[src/rtl/trip_pkg.sv]
// Shared types and default parameters for the trip status generator.
// State encoding and default thresholds live here so the bench and RTL agree.
package trip_pkg;

    typedef enum logic [1:0] {
        S_IDLE    = 2'd0,
        S_DRIVING = 2'd1,
        S_REFUEL  = 2'd2,
        S_DONE    = 2'd3
    } trip_state_e;

    localparam logic [7:0] FUEL_CAP_DEF    = 8'd255;
    localparam int         BURN_PERIOD_DEF = 4;
    localparam logic [7:0] TEMP_HI_DEF     = 8'd90;
    localparam logic [7:0] TEMP_LO_DEF     = 8'd70;

endpackage

[src/rtl/temp_hysteresis.sv]
// Hysteretic overheat flag: set at or above TEMP_HI, clear at or below TEMP_LO.
module temp_hysteresis
    import trip_pkg::*;
#(
    parameter logic [7:0] TEMP_HI = TEMP_HI_DEF,
    parameter logic [7:0] TEMP_LO = TEMP_LO_DEF
) (
    input  logic       clk,
    input  logic       reset,
    input  logic [7:0] cpu_temp,
    output logic       cpu_overheated
);

    logic hot_q;
    logic hot_d;

    always_comb begin
        hot_d = hot_q;
        if (cpu_temp >= TEMP_HI) begin
            hot_d = 1'b1;
        end else if (cpu_temp <= TEMP_LO) begin
            hot_d = 1'b0;
        end
    end

    always_ff @(posedge clk) begin
        if (reset) begin
            hot_q <= 1'b0;
        end else begin
            hot_q <= hot_d;
        end
    end

    assign cpu_overheated = hot_q;

endmodule

[src/rtl/trip_status_gen.sv]
// Trip FSM with fuel burn accounting, refuel handshake and overheat flag.
// Optional TRIP_ODOMETER_EN adds a free-running moving-cycle odometer output.
module trip_status_gen
    import trip_pkg::*;
#(
    parameter logic [7:0] FUEL_CAP    = FUEL_CAP_DEF,
    parameter int         BURN_PERIOD = BURN_PERIOD_DEF,
    parameter logic [7:0] TEMP_HI     = TEMP_HI_DEF,
    parameter logic [7:0] TEMP_LO     = TEMP_LO_DEF
) (
    input  logic        clk,
    input  logic        reset,
    input  logic        start,
    input  logic [15:0] trip_dist,
    input  logic        keep_driving,
    input  logic        shut_off_computer,
    input  logic [7:0]  cpu_temp,
    input  logic        refuel_ack,
    output logic        arrived,
    output logic        gas_tank_empty,
    output logic        cpu_overheated,
    output logic        refuel_req
`ifdef TRIP_ODOMETER_EN
    ,
    output logic [31:0] odometer
`endif
);

    localparam logic [7:0] BURN_LAST = 8'(BURN_PERIOD - 1);

    trip_state_e state_q, state_d;
    logic [15:0] remaining_q, remaining_d;
    logic [7:0]  fuel_q, fuel_d;
    logic [7:0]  burn_q, burn_d;
    logic        arrived_q;
    logic        refuel_q;
    logic        moving;

    // Remaining must be nonzero too, so the distance count never underflows.
    assign moving = (state_q == S_DRIVING) && keep_driving
                 && !shut_off_computer && (fuel_q != 8'd0)
                 && (remaining_q != 16'd0);

    always_comb begin
        state_d     = state_q;
        remaining_d = remaining_q;
        fuel_d      = fuel_q;
        burn_d      = burn_q;
        case (state_q)
            S_IDLE, S_DONE: begin
                if (start) begin
                    remaining_d = trip_dist;
                    state_d = (trip_dist == 16'd0) ? S_DONE : S_DRIVING;
                end
            end
            S_DRIVING: begin
                if (remaining_q == 16'd0) begin
                    state_d = S_DONE;
                end else if (fuel_q == 8'd0) begin
                    state_d = S_REFUEL;
                end else if (moving) begin
                    remaining_d = remaining_q - 16'd1;
                    if (burn_q == BURN_LAST) begin
                        burn_d = 8'd0;
                        fuel_d = fuel_q - 8'd1;
                    end else begin
                        burn_d = burn_q + 8'd1;
                    end
                end
            end
            S_REFUEL: begin
                if (refuel_ack) begin
                    fuel_d  = FUEL_CAP;
                    burn_d  = 8'd0;
                    state_d = S_DRIVING;
                end
            end
            default: state_d = S_IDLE;
        endcase
    end

    always_ff @(posedge clk) begin
        if (reset) begin
            state_q     <= S_IDLE;
            remaining_q <= 16'd0;
            fuel_q      <= FUEL_CAP;
            burn_q      <= 8'd0;
            arrived_q   <= 1'b0;
            refuel_q    <= 1'b0;
        end else begin
            state_q     <= state_d;
            remaining_q <= remaining_d;
            fuel_q      <= fuel_d;
            burn_q      <= burn_d;
            arrived_q   <= (state_d == S_DONE);
            refuel_q    <= (state_d == S_REFUEL);
        end
    end

    assign arrived        = arrived_q;
    assign refuel_req     = refuel_q;
    assign gas_tank_empty = (fuel_q == 8'd0);

`ifdef TRIP_ODOMETER_EN
    logic [31:0] odo_q;

    always_ff @(posedge clk) begin
        if (reset) begin
            odo_q <= 32'd0;
        end else if (moving) begin
            odo_q <= odo_q + 32'd1;
        end
    end

    assign odometer = odo_q;
`endif

    temp_hysteresis #(
        .TEMP_HI(TEMP_HI),
        .TEMP_LO(TEMP_LO)
    ) u_temp (
        .clk           (clk),
        .reset         (reset),
        .cpu_temp      (cpu_temp),
        .cpu_overheated(cpu_overheated)
    );

endmodule

[config.mk]
export PLATFORM = sky130hd
export DESIGN_NAME = trip_status_gen
export DESIGN_NICKNAME = d
export VERILOG_FILES = /design/src/rtl/trip_pkg.sv /design/src/rtl/temp_hysteresis.sv /design/src/rtl/trip_status_gen.sv
export SDC_FILE = /design/constraint.sdc
export NUM_CORES = 1
export LEC_CHECK = 0
export BUFFER_PORTS_ARGS = -buffer_cell sky130_fd_sc_hd__clkbuf_2
export CORE_MARGIN = 3
export CORE_UTILIZATION = 57
export CTS_CLUSTER_DIAMETER = 120
export CTS_CLUSTER_SIZE = 24
export DETAILED_ROUTE_END_ITERATION = 8
export PLACE_DENSITY = 0.79
export SYNTH_ARGS = -nofsm -noshare
export SYNTH_HDL_FRONTEND = slang
export SYNTH_HIERARCHICAL = 1
export SYNTH_SLANG_ARGS = --single-unit
[constraint.sdc]
create_clock -name clk -period 2.3 [get_ports clk]
set_input_delay 0.23 -clock clk [delete_from_list [all_inputs] [get_ports clk]]
set_output_delay 0.23 -clock clk [all_outputs]
set_load 0.02 [all_outputs]
# Word level (Yosys, flattened, before mapping)
# Cells that the tools add are included.
# op_classes
muxes,25
addsub,3
n_lt_le_gt_ge,2
n_reduce_logical,18
n_eq_ne,12
# ops
cell,count
$mux W8,10
$mux W16,4
$logic_not A16 Y1,2
$pmux W16 S2,1
$pmux W8 S2,2
$reduce_bool A16 Y1,1
$sub A16 B1 Y16 const B,1
$mux W2,5
$ne A2 B2 Y1 const B,5
$reduce_and A5 Y1,2
$add A8 B1 Y8 const B,1
$eq A2 B2 Y1 const B,4
$eq A8 B2 Y1 const B,1
$ge A8 B7 Y1 const B,1
$le A8 B7 Y1 const B,1
$logic_not A8 Y1,1
$reduce_bool A8 Y1,1
$sub A8 B1 Y8 const B,1
$pmux W2 S3,1
$reduce_and A6 Y1,1
$reduce_bool A2 Y1,3
$logic_and A1 B1 Y1,4
$eq A2 B1 Y1 const B,1
$logic_not A2 Y1,1
other kinds (4),5
# word_totals
word_cells,67
out_inout_bits,4
input_bits,30
register_bits,37

# Depth between registers and ports, before layout
# Gate-level depths: netlist of the first run.
# logic_depth
depth_word,9
depth_mapped,8
depth_no_buf,7

# Modules after synthesis
# Netlist of the first run, hierarchy kept.
# modules_own_cells
mod,seq_area_each_um2,cells_each,instances,area_per_inst_um2
trip_status_gen,720.7,304,1,2348.5
temp_hysteresis,20.0,7,1,62.6

# Worst setup path before layout of the first run
# No wires, ideal clock.
# synth_timing
kind,reg-to-reg
start,register fuel_q[0]
end,register fuel_q[7]
stages_incl_launch_ff,8
setup_ps,122
n_path_buf,0
setup_slack_ps,275
synth_period_minus_slack_ps,2025
arrival_time_ps,1903
required_ps,2178
path_cell_list,dfxtp_1 > inv_1 > ha_1 > or3b_2 > o21ai_4 > a211oi_1 > and2_1 > a221o_1
# synth_via
elab_chain_cells,6
word_cells_on_any_way,13
cone_classes,add/sub: 1; eq/ne: 2; mux: 5; reduce/logical: 5
# synth_lines
item,line_no,rtl
start: declaration,trip_status_gen.sv:33,"logic [7:0] fuel_q, fuel_d;"
start signal: assignment,trip_status_gen.sv:93,fuel_q <= fuel_d;
$sub A8 B1 Y8,trip_status_gen.sv:65,fuel_d = fuel_q - 8'd1;
$mux W8,trip_status_gen.sv:63,if (burn_q == BURN_LAST) begin
$mux W8,trip_status_gen.sv:61,end else if (moving) begin
$mux W8,trip_status_gen.sv:59,end else if (fuel_q == 8'd0) begin
$mux W8,trip_status_gen.sv:57,if (remaining_q == 16'd0) begin
$pmux W8 S2,trip_status_gen.sv:49,case (state_q)
# Several ways; a longest one is shown, not always the timed one. The select of a mux whose other input is x is not followed.
# A chain may end at the register's enable or synchronous reset.

# Final worst setup path of the first run
# Ends and elaborated chain as after synthesis.

==> impl_summary.txt, run 1 <==
----------------------------------------------------
[Status]
  Status ... finished clean

[Power]
  Part of the total power dissipated in the clock network ... 0.202
  Switching power of the nets ... 0.0009447 W
  Leakage ... between 1 and 1.5 nW
  Power Density ... ~830 mW/mm^2
  Sequential Power Share ... 0.353
  Design internal power ... between 0.001 and 0.0015 W
  Fraction of power spent switching nets ... 0.4129
  Worst vdd rail ir drop ... just under 500 uV
  Comb pwr share ... 0.445

[Detailed routing]
  DRT Pass-1 Iters ... 5
  Vias per cell ... between 6 and 7
  Remaining antenna violation count ... 0
  Routed Wire Length ... around 6.5 mm
  Routed length per instance ... 16.42 um
  Number of DRC violations after detailed-routing iteration 0 ... between 200 and 300
  Total via count after detailed routing ... around 2600
  DRC errors left ... 0

[Global route]
  Number of antenna violations at the first check in global routing ... 0
  Wire length of the first global-routing pass ... between 10 and 15 mm
  Pin count of the biggest net entering global routing ... 31
  Vias in the first global route ... roughly 2300
  Overflow after GRT ... 0
  Global routing usage summed across all routing layers ... 0.2592

[Clock tree]
  Clock slew at reported path FFs ... ~0.07 ns
  Num CTS Buffers ... 5
  CTS tree ... done
  Deepest level of the CTS H-tree ... 2
  Number of buffers added to fix hold violations after cts ... 0
  Clk_lat worst skew ... 0.29 ns
  TritonCTS sink count ... 37
  Clk Tree Root Cell ... clkbuf_8
  Maximum buffer depth of the clock tree ... 2

[Synthesis]
  Post-Synthesis Mean Instance Area ... between 7 and 8 sq um
  Fraction of post-synthesis cell area in the top cell type by area ... 0.3072
  Cell with the most instances after synthesis ... dfxtp_1
  Cell taking the most area after synthesis ... dfxtp_1
  Fraction of synthesis flops using an asynchronous set or reset pin ... 0
  #FFs+latches synth ... 37
  Ranking of synthesized cells by area ... dfxtp_1 31%, a21oi_1 4.6%, nand2_1 4.4%
  Proportion of synthesized chip area in sequential cells ... 0.3072
  Synthesized Nets ... between 300 and 400
  Warnings from Yosys ... 6
  Synthesized instance count ... roughly 310
  Count of unique library cells instantiated by Yosys ... 56
  Syn Std Cell Area ... approximately 0.0024 sq mm
  Count of flip-flops with a built-in enable after synthesis ... 0
  Most used DFF post-synth ... dfxtp_1
  Top cell types by occurrence after synthesis ... 37 x dfxtp_1, 28 x nand2_1, 27 x nor2_1, 22 x a21oi_1

[Timing]
  Final Hold Slack ... roughly 0.21 ns
  Pin slew with the least headroom to its limit ... around 0.57 ns
  Aggregate negative setup slack ... 0 ns
  Count of final setup violators ... 0
  Slew Limit Headroom ... 0.6164
  RSZ-0062 raised after global routing ... false
  Fin. Hold Viols ... 0
  Highest clock frequency the design can meet ... roughly 0.46 GHz
  Clock period minus final worst setup slack ... around 2.2 ns
  Skew final ... 0.004127 ns
  Post-route clock period utilization ... 0.9460
  Number of pins with negative max-slew slack in the final report ... 0

[Cells and area]
  Post-route cell area ... 0.002763 sq mm
  Filler cell count in the final layout ... ~360
  Post-Route Utilization ... 0.6857
  Fraction of final layout cells with drive strength greater than 1 ... 0.1942
  Final net count ... 382
  Area growth from synthesis to layout ... 14.58%
  Diode count ... 0
  Final instance count without filler cells ... a little under 400

[Setup path]
  Type of destination of the critical path ... flip-flop
  Worst path required time ... about 2.5 ns
  WS Path Type ... flip-flop to flip-flop
  Critical path's slowest cell ... or3b_2
  List of cells traversed by the critical path ... inv_1 -> ha_1 -> or3b_2 -> o21ai_4 -> a211oi_2 -> and2_1 -> a221o_1
  CP Data Arrival Time ... 2.35 ns
  Longest individual stage delay on the worst path ... 0.51 ns
  CP max FO ... 6
  Element type at the critical path start ... flip-flop

[Placed design]
  Instance count after placement with tap cells included ... just under 400
  Count of input and output buffers ... 33
  DPL Wire Length ... between 4 and 5 mm
  Gpl congestion ... just over 0.9
  Post-Place Cell Area ... approximately 0.0027 sq mm

[Floorplan]
  Starting utilization of the core area ... 0.5984
  IO Pins ... 34
  Total number of placement rows ... 23
  Die height ... 71.04 um
  Total Die Area ... between 0.005 and 0.006 sq mm
  Overall die width ... around 70 um
  Area of the core ... roughly 0.0040 sq mm

[Job]
  Number of max-cap violations ... 0

[Min path]
  Class of the tightest hold or removal check ... primary input to flip-flop

----------------------------------------------------
-- layout make-up --
| type | count | area (sq um) | share of cell area |
|---|---|---|---|
| Inverter | 17 | 63.81 | 0.02310 |
| Tap cell | 50 | 62.56 | 0.02264 |
| Clock buffer | 7 | 86.33 | 0.03125 |
| Timing Repair Buffer | 45 | 255.2 | 0.09239 |
| Multi-Input combinational cell | 239 | 1554 | 0.5625 |
| Sequential cell | 37 | 740.7 | 0.2681 |
-- power groups by stage --
stage / combinational (W) / clock (W) / sequential [W]
6_report: 0.00102 / 0.000463 / 0.000807
5_1_grt: 0.00111 / 0.000492 / 0.000820
4_1_cts: 0.000987 / 0.000468 / 0.000802
3_5_place_dp: 0.000981 / 0 / 0.000815
3_3_place_gp: 0.000961 / 0 / 0.000815
2_1_floorplan: 0.000730 / 0 / 0.000791
-- cell usage in the layout, fill, tap and decap left out, types with 4 or more instances in the layout --
cell      Yosys  layout
ha_1          7       6
a31oi_1       8       8
and2_1        4       4
nor3_1        9       9
inv_1        16      16
o21ai_0      16      16
o32ai_1      11      11
nor4_1        7       7
nand2_1      28      28
nand3_1      10       9
nor2_1       27      27
nor2b_1       7       7
clkbuf_2      0      33
o21a_1        7       7
or3_1         7       7
o211ai_1      4       4
clkbuf_8      0       6
dfxtp_1      37      37
nand4_1       6       6
a21oi_1      22      22
and3_1        7       7
buf_4         0      12
-- metrics by stage --
step / total power (W) / setup WS, ns
after floorplan: 0.001521 / 0.2747
after global placement: 0.001776 / 0.2007
after detailed placement: 0.001795 / 0.1017
after CTS: 0.002257 / 0.09251
after global routing: 0.002424 / 0.004442
final: 0.002288 / 0.1243
-- logic make-up after synthesis --
group	count (synthesis)	share of synthesized area
AO/OA/AOI/OAI	101	0.2922
adder cells (fa/ha/maj)	7	0.03632
buffers and inverters	35	0.05604
flip-flops	37	0.3072
AND/OR/NAND/NOR	131	0.3083
-- registers in the layout, summed over array words and instances (netlist names) --
register and flops:
u_temp/cpu_overheated 1, refuel_req 1, burn_q 8, remaining_q 16, fuel_q 8, state_q 2
arrived 1
-- critical path, delay by kind of cell (launching register included) --
kind | cells | cell delay [ns]
buf+inv | 1 | 0.12
simple gates | 2 | 0.70
fa+ha+maj | 1 | 0.19
compound gates | 3 | 0.74
flops | 1 | 0.32
-- final timing paths --
path	start	end	slack (ns)	depth (start not counted)
setup / recovery	fuel_q[0]	fuel_q[7]	0.12	7
setup reg to reg	fuel_q[0]	fuel_q[7]	0.12	7
hold reg to reg	burn_q[1]	burn_q[1]	0.49	2
hold / removal	cpu_temp[7]	u_temp/cpu_overheated	0.21	3
-- what timing repair did --
| action | 4_1_cts | 5_1_grt |
|---|---|---|
| endpoints found under the setup margin | 0 | 11 |
| buffers inserted | 0 | 0 |
| resized for setup | 0 | 4 |
-- layer usage --
| layer | track usage | vias to the layer above | routed length, um |
|---|---|---|---|
| li1 | - | 1246 | - |
| met1 | 0.3533 | 1217 | 2808 |
| met2 | 0.4078 | 102 | 3141 |
| met3 | 0.05256 | 13 | 433 |
| met4 | 0.09186 | 0 | 102 |
| met5 | 0 | - | 0 |
Power figures use the tool's default switching activity.
==> inputs of run 2 (changes only) <==
CELL_PAD_IN_SITES_DETAIL_PLACEMENT = 1   (was default)
CELL_PAD_IN_SITES_GLOBAL_PLACEMENT = 2   (was default)
CORE_UTILIZATION = 33   (was 57)
SLEW_MARGIN = 25   (was default)
==> impl_summary.txt, run 2 (synthesized netlist as in run 1, its figures left out) <==
----------------------------------------------------
[Status]
  Status ... finished clean (unchanged)

[Floorplan]
  Area of the core ... 0.006944 sq mm (was 0.004029 sq mm)
  Total number of placement rows ... 30 (was 23)
  Overall die width ... 91.48 um (was 71.04 um)
  Die height ... 91.48 um (was 71.04 um)
  Starting utilization of the core area ... 0.3472 (was 0.5984)
  Total Die Area ... 0.008368 sq mm (was 0.005046 sq mm)
  IO Pins ... 34 (unchanged)

[Detailed routing]
  DRC errors left ... 0 (unchanged)
  Routed metal-1 wirelength ... 3.685 mm (was 2.808 mm)
  DRT Pass-1 Iters ... 4 (was 5)
  Routed length per instance ... 16.90 um (was 16.42 um)
  Vias per cell ... 5.627 (was 6.527)
  Total via count after detailed routing ... 2538 (was 2578)
  Uppermost layer routed ... met4 (unchanged)
  Routed length on met2 ... 3.706 mm (was 3.141 mm)
  Remaining antenna violation count ... 0 (unchanged)
  Total length of routed met3 wires ... 113 um (was 433 um)
  Number of DRC violations after detailed-routing iteration 0 ... 119 (was 289)
  Routed Wire Length ... 7.620 mm (was 6.486 mm)

[Clock tree]
  Maximum buffer depth of the clock tree ... 2 (unchanged)
  Clk Tree Root Cell ... clkbuf_8 (unchanged)
  Clk_lat worst skew ... 0.29 ns (about the same)
  Deepest level of the CTS H-tree ... 2 (unchanged)
  Post-CTS setup buffer count ... 0 (unchanged)
  TritonCTS sink count ... 37 (unchanged)
  Clock slew at reported path FFs ... 0.08 ns (was 0.07 ns)
  CTS tree ... done (unchanged)
  Num CTS Buffers ... 5 (unchanged)

[Min path]
  Class of the tightest hold or removal check ... primary input to flip-flop (unchanged)

[Timing]
  Highest clock frequency the design can meet ... 0.4660 GHz (was 0.4596 GHz)
  Pin slew with the least headroom to its limit ... 0.5228 ns (was 0.5748 ns)
  Fin. Hold Viols ... 0 (unchanged)
  RSZ-0062 raised after global routing ... false (unchanged)
  Skew final ... 0.009753 ns (was 0.004127 ns)
  Clock period minus final worst setup slack ... 2.146 ns (was 2.176 ns)
  Slew Limit Headroom ... 0.6511 (was 0.6164)
  Post-route clock period utilization ... 0.9330 (was 0.9460)
  Number of pins with negative max-slew slack in the final report ... 0 (unchanged)
  Aggregate negative setup slack ... 0 ns (unchanged)
  Count of final setup violators ... 0 (unchanged)

[Setup path]
  Worst path required time ... 2.48 ns (about the same)
  CP max FO ... 6 (unchanged)
  Element type at the critical path start ... flip-flop (unchanged)
  Type of destination of the critical path ... flip-flop (unchanged)
  CP Data Arrival Time ... 2.33 ns (was 2.35 ns)
  WS Path Type ... flip-flop to flip-flop (unchanged)

[Placed design]
  Post-Place Cell Area ... 0.002783 sq mm (was 0.002658 sq mm)
  Gpl congestion ... 0.8171 (was 0.9193)
  DPL Wire Length ... 5.753 mm (was 4.661 mm)
  Count of input and output buffers ... 33 (unchanged)

[Cells and area]
  Final net count ... 391 (was 382)
  Sequential cell area ... 740.7 sq um (unchanged)
  Most frequent cells in the layout ... 37 x dfxtp_1, 33 x clkbuf_2, 28 x nand2_1, 27 x nor2_1, 22 x a21oi_1 (unchanged)
  Post-Route Utilization ... 0.4162 (was 0.6857)
  Diode count ... 0 (unchanged)
  Commonest non-fill, non-tap cell in the layout ... dfxtp_1 (unchanged)
  Largest registers in the final layout ... remaining_q: 16 flops, burn_q: 8 flops, fuel_q: 8 flops (unchanged)
  Area growth from synthesis to layout ... 19.88% (was 14.58%)
  Filler cell count in the final layout ... 877 (was 358)
  Area taken by multi-input logic gates ... 0.001541 sq mm (was 0.001554 sq mm)
  Flip-flop count of the largest register after layout ... 16 (unchanged)
  Fraction of final layout cells with drive strength greater than 1 ... 0.2141 (was 0.1942)
  Top register by number of flip-flops ... remaining_q (unchanged)
  Post-route cell area ... 0.002890 sq mm (was 0.002763 sq mm)

[Power]
  Switching power of the nets ... 0.0009891 W (was 0.0009447 W)
  Fraction of power spent switching nets ... 0.4088 (was 0.4129)
  Comb pwr share ... 0.453 (was 0.445)
  Sequential Power Share ... 0.335 (was 0.353)
  Power Density ... 837.2 mW/mm^2 (was 828.1 mW/mm^2)
  Part of the total power dissipated in the clock network ... 0.213 (was 0.202)
  Design internal power ... 0.001431 W (was 0.001343 W)
  Worst vdd rail ir drop ... 398.9 uV (was 481.9 uV)
  Leakage ... 1.129 nW (was 1.077 nW)

[Global route]
  Pin count of the biggest net entering global routing ... 31 (unchanged)
  Global routing usage summed across all routing layers ... 0.1856 (was 0.2592)
  Wire length of the first global-routing pass ... 12.78 mm (was 10.66 mm)
  Overflow after GRT ... 0 (unchanged)
  Number of antenna violations at the first check in global routing ... 0 (unchanged)
  Vias in the first global route ... 2584 (was 2301)

[Job]
  Number of max-cap violations ... 0 (unchanged)

----------------------------------------------------
==> run 2: changes by cell type in the layout (fill, tap and decap cells not counted), sizes merged <==
cell	delta
buf	+9
clkinv	+1
==> run 2: layer usage <==
layer | vias up | global-route usage
met5 | - | 0
li1 | 1259 | -
met1 | 1242 | 0.2429
met3 | 11 | 0.02071
met4 | 0 | 0.06156
met2 | 26 | 0.3153
==> run 2: layout make-up <==
class | count | share of cell area
Clock buffer | 7 | 0.03333
Clock inverter | 1 | 0.001732
Inverter | 17 | 0.02208
Multi-Input combinational cell | 239 | 0.5333
Sequential cell | 37 | 0.2563
Tap cell | 96 | 0.04156
Timing Repair Buffer | 54 | 0.1117
==> run 2: final timing paths <==
| kind | from | endpoint | slack (ns) | depth (start not counted) |
|---|---|---|---|---|
| worst max-delay path | remaining_q[0] | fuel_q[7] | 0.15 | 8 |
| worst min-delay path | cpu_temp[7] | u_temp/cpu_overheated | 0.21 | 3 |
| worst max register to register | remaining_q[0] | fuel_q[7] | 0.15 | 8 |
| worst min register to register | burn_q[7] | burn_q[7] | 0.47 | 1 |
==> run 2: repair_timing <==
action | in CTS | in global routing
endpoints found under the hold margin | 0 | 0
endpoints found under the setup margin | 0 | 7
resized for setup | 0 | 3
hold buffers | 0 | 0
==> run 2: worst max-delay path, stage by stage (launching register included) <==
cell and delay [ns]:
dfxtp_1 0.40, inv_1 0.08, ha_1 0.21, nor4b_1 0.15, and4_2 0.28, buf_4 0.16
nor4b_4 0.33, nand2_1 0.09, a221o_1 0.35
==> run 2: through the flow <==
step / total power [W] / setup WS, ns / hold WS, ns / cells
CTS: 0.002430 / 0.09067 / 0.2076 / 451
global route: 0.002606 / 0.02162 / 0.2148 / 451
floorplan: 0.001521 / 0.2747 / 0.3028 / 311
finish: 0.002420 / 0.1540 / 0.2092 / 451
detailed placement: 0.001906 / 0.1221 / 0.4660 / 443
global placement: 0.001895 / 0.1864 / 0.4521 / 443
==> run 2: power groups by stage <==
stage / sequential, W / clock (W) / combinational, W
4_1_cts: 0.000806 / 0.000533 / 0.00109
3_5_place_dp: 0.000820 / 0 / 0.00109
2_1_floorplan: 0.000791 / 0 / 0.000730
6_report: 0.000809 / 0.000514 / 0.00110
5_1_grt: 0.000818 / 0.000558 / 0.00123
3_3_place_gp: 0.000818 / 0 / 0.00108
==> inputs of run 3 (changes only) <==
clock period = 2.45 ns   (was 2.3 ns; I/O delays follow)
==> impl_summary.txt, run 3 (synthesized netlist as in run 1, its figures left out) <==
----------------------------------------------------
[Status]
  Status ... finished clean (unchanged)

[Clock tree]
  Post-cts sizing count ... 0 (unchanged)
  Clk Tree Root Cell ... clkbuf_8 (unchanged)
  Num CTS Buffers ... 5 (unchanged)
  Clock slew at reported path FFs ... 0.08 ns (about the same)
  Deepest level of the CTS H-tree ... 2 (unchanged)
  Post-CTS setup buffer count ... 0 (unchanged)
  CTS tree ... done (unchanged)
  TritonCTS sink count ... 37 (unchanged)
  Maximum buffer depth of the clock tree ... 2 (unchanged)
  Number of buffers added to fix hold violations after cts ... 0 (unchanged)
  Clk_lat worst skew ... 0.30 ns (was 0.29 ns)

[Global route]
  GRT busiest layer ... met2 (unchanged)
  Global routing usage summed across all routing layers ... 0.1898 (was 0.1856)
  Met3 GRT Util ... 0.03231 (was 0.02071)
  Wire length of the first global-routing pass ... 12.90 mm (was 12.78 mm)
  Number of antenna violations at the first check in global routing ... 0 (unchanged)
  GR Layer Usage met1 ... 0.2369 (was 0.2429)
  Overflow after GRT ... 0 (unchanged)
  Pin count of the biggest net entering global routing ... 31 (unchanged)
  Vias in the first global route ... 2645 (was 2584)
  Met2 capacity usage during global routing ... 0.3268 (was 0.3153)

[Timing]
  Highest clock frequency the design can meet ... 0.4399 GHz (was 0.4660 GHz)
  Final setup slack of the worst path ... 0.1770 ns (was 0.1540 ns)
  Final Hold Slack ... 0.2165 ns (was 0.2092 ns)
  Post-route clock period utilization ... 0.9278 (was 0.9330)
  Count of final setup violators ... 0 (unchanged)
  Slew Limit Headroom ... 0.4953 (was 0.6511)
  Clock period minus final worst setup slack ... 2.273 ns (was 2.146 ns)
  Pin slew with the least headroom to its limit ... 0.7525 ns (was 0.5228 ns)
  Aggregate negative setup slack ... 0 ns (unchanged)
  Skew final ... 0.009067 ns (was 0.009753 ns)
  RSZ-0062 raised after global routing ... false (unchanged)
  Fin. Hold Viols ... 0 (unchanged)
  Number of pins with negative max-slew slack in the final report ... 0 (unchanged)

[Cells and area]
  Final net count ... 382 (was 391)
  Area growth from synthesis to layout ... 16.50% (was 19.88%)
  Largest registers in the final layout ... remaining_q: 16 flops, burn_q: 8 flops, fuel_q: 8 flops (unchanged)
  Most frequent cells in the layout ... 37 x dfxtp_1, 33 x clkbuf_2, 28 x nand2_1, 27 x nor2_1, 22 x a21oi_1 (unchanged)
  Fraction of final layout cells with drive strength greater than 1 ... 0.1821 (was 0.2141)
  Diode count ... 0 (unchanged)
  Commonest non-fill, non-tap cell in the layout ... dfxtp_1 (unchanged)
  Filler cell count in the final layout ... 866 (was 877)
  Post-Route Utilization ... 0.4045 (was 0.4162)
  Top register by number of flip-flops ... remaining_q (unchanged)
  Flip-flop count of the largest register after layout ... 16 (unchanged)

[Floorplan]
  Starting utilization of the core area ... 0.3472 (unchanged)
  IO Pins ... 34 (unchanged)
  Overall die width ... 91.48 um (unchanged)
  Total Die Area ... 0.008368 sq mm (unchanged)
  Die height ... 91.48 um (unchanged)
  Total number of placement rows ... 30 (unchanged)
  Area of the core ... 0.006944 sq mm (unchanged)

[Power]
  Fraction of power spent switching nets ... 0.4208 (was 0.4088)
  Power Density ... 770.1 mW/mm^2 (was 837.2 mW/mm^2)
  Part of the total power dissipated in the clock network ... 0.199 (was 0.213)
  Sequential Power Share ... 0.349 (was 0.335)
  Switching power of the nets ... 0.0009103 W (was 0.0009891 W)
  Design internal power ... 0.001253 W (was 0.001431 W)
  Worst vdd rail ir drop ... 322.7 uV (was 398.9 uV)
  Comb pwr share ... 0.453 (about the same)
  Leakage ... 1.074 nW (was 1.129 nW)

[Setup path]
  Number of buffers and inverters on the critical path ... 1 (was 2)
  Longest individual stage delay on the worst path ... 0.51 ns (was 0.40 ns)
  Reg2Reg Launch Point ... fuel_q[0] (was remaining_q[0])
  CP max FO ... 6 (unchanged)
  CP top delay family ... compound AO/OA/AOI/OAI gates (was simple AND/OR/NAND/NOR gates)
  Critical path's slowest cell ... or3b_2 (was dfxtp_1)
  Worst flop-to-flop path endpoint ... fuel_q[7] (unchanged)
  Capturing instance or port of the critical path ... fuel_q[7] (unchanged)
  Register-to-register setup slack ... 0.18 ns (was 0.15 ns)
  Worst path required time ... 2.63 ns (was 2.48 ns)
  Stages on the worst setup path ... 7 (was 8)
  Element type at the critical path start ... flip-flop (unchanged)
  WS Path Type ... flip-flop to flip-flop (unchanged)
  Critical path startpoint ... fuel_q[0] (was remaining_q[0])
  R2R cell count ... 7 (was 8)
  CP Data Arrival Time ... 2.45 ns (was 2.33 ns)
  Type of destination of the critical path ... flip-flop (unchanged)
  List of cells traversed by the critical path ... inv_1 -> ha_1 -> or3b_2 -> o21ai_4 -> a211oi_1 -> and2_1 -> a221o_1 (was inv_1 -> ha_1 -> nor4b_1 -> and4_2 -> buf_4 -> nor4b_4 -> nand2_1 -> a221o_1)

[Detailed routing]
  Routed length per instance ... 17.12 um (was 16.90 um)
  Routed Wire Length ... 7.568 mm (was 7.620 mm)
  Number of DRC violations after detailed-routing iteration 0 ... 90 (was 119)
  Remaining antenna violation count ... 0 (unchanged)
  DRC errors left ... 0 (unchanged)
  Vias per cell ... 5.652 (was 5.627)
  Total via count after detailed routing ... 2498 (was 2538)
  DRT Pass-1 Iters ... 5 (was 4)

[Min path]
  Class of the tightest hold or removal check ... primary input to flip-flop (unchanged)

[Placed design]
  Count of input and output buffers ... 33 (unchanged)
  DPL Wire Length ... 5.627 mm (was 5.753 mm)
  Worst slack, placed ... 0.1684 ns (was 0.1221 ns)
  Gpl congestion ... 0.7711 (was 0.8171)

[Job]
  Number of max-cap violations ... 0 (unchanged)

----------------------------------------------------
[run 3: tightest hold or removal path, cell delays in order]
cell	delay (ns)
clkbuf_2	0.09
nor2_1	0.08
a211oi_1	0.05
[run 3: how the worst min path moves through the flow]
stage / endpoint / slack [ns] / depth (start not counted) / start
finish: u_temp/cpu_overheated / 0.22 / 3 / cpu_temp[7]
global route: u_temp/cpu_overheated / 0.25 / 3 / cpu_temp[6]
CTS: u_temp/cpu_overheated / 0.21 / 3 / cpu_temp[7]
detailed placement: burn_q[1] / 0.47 / 2 / burn_q[1]
global placement: burn_q[1] / 0.46 / 2 / burn_q[1]
floorplan: u_temp/cpu_overheated / 0.32 / 1 / reset
[run 3: cell type report]
class,count,area (sq um),share of cell area
clock buffer,8,80.08,0.02851
inverter,17,63.81,0.02272
multi-input combinational,239,1536,0.5470
sequential,37,740.7,0.2637
tap,96,120.1,0.04276
timing repair buffer,45,267.8,0.09532
[run 3: routing by layer]
layer  routed length, um  vias up
li1                    -     1241
met1                3530     1213
met2                3717       34
met3                 206       10
met4                 114        0
met5                   0        -
[run 3: through the flow]
step | instance area, sq um | power [W] | instances
global route | 2809 | 0.002341 | 442
floorplan | 2411 | 0.001428 | 311
detailed placement | 2728 | 0.001744 | 434
finish | 2809 | 0.002163 | 442
global placement | 2728 | 0.001728 | 434
CTS | 2808 | 0.002185 | 442
[run 3: power by group through the flow]
stage / Sequential, W / Clock (W) / Combinational (W)
3_5_place_dp: 0.000766 / 0 / 0.000977
4_1_cts: 0.000753 / 0.000450 / 0.000982
6_report: 0.000754 / 0.000430 / 0.000979
3_3_place_gp: 0.000765 / 0 / 0.000963
2_1_floorplan: 0.000743 / 0 / 0.000685
5_1_grt: 0.000767 / 0.000478 / 0.00110
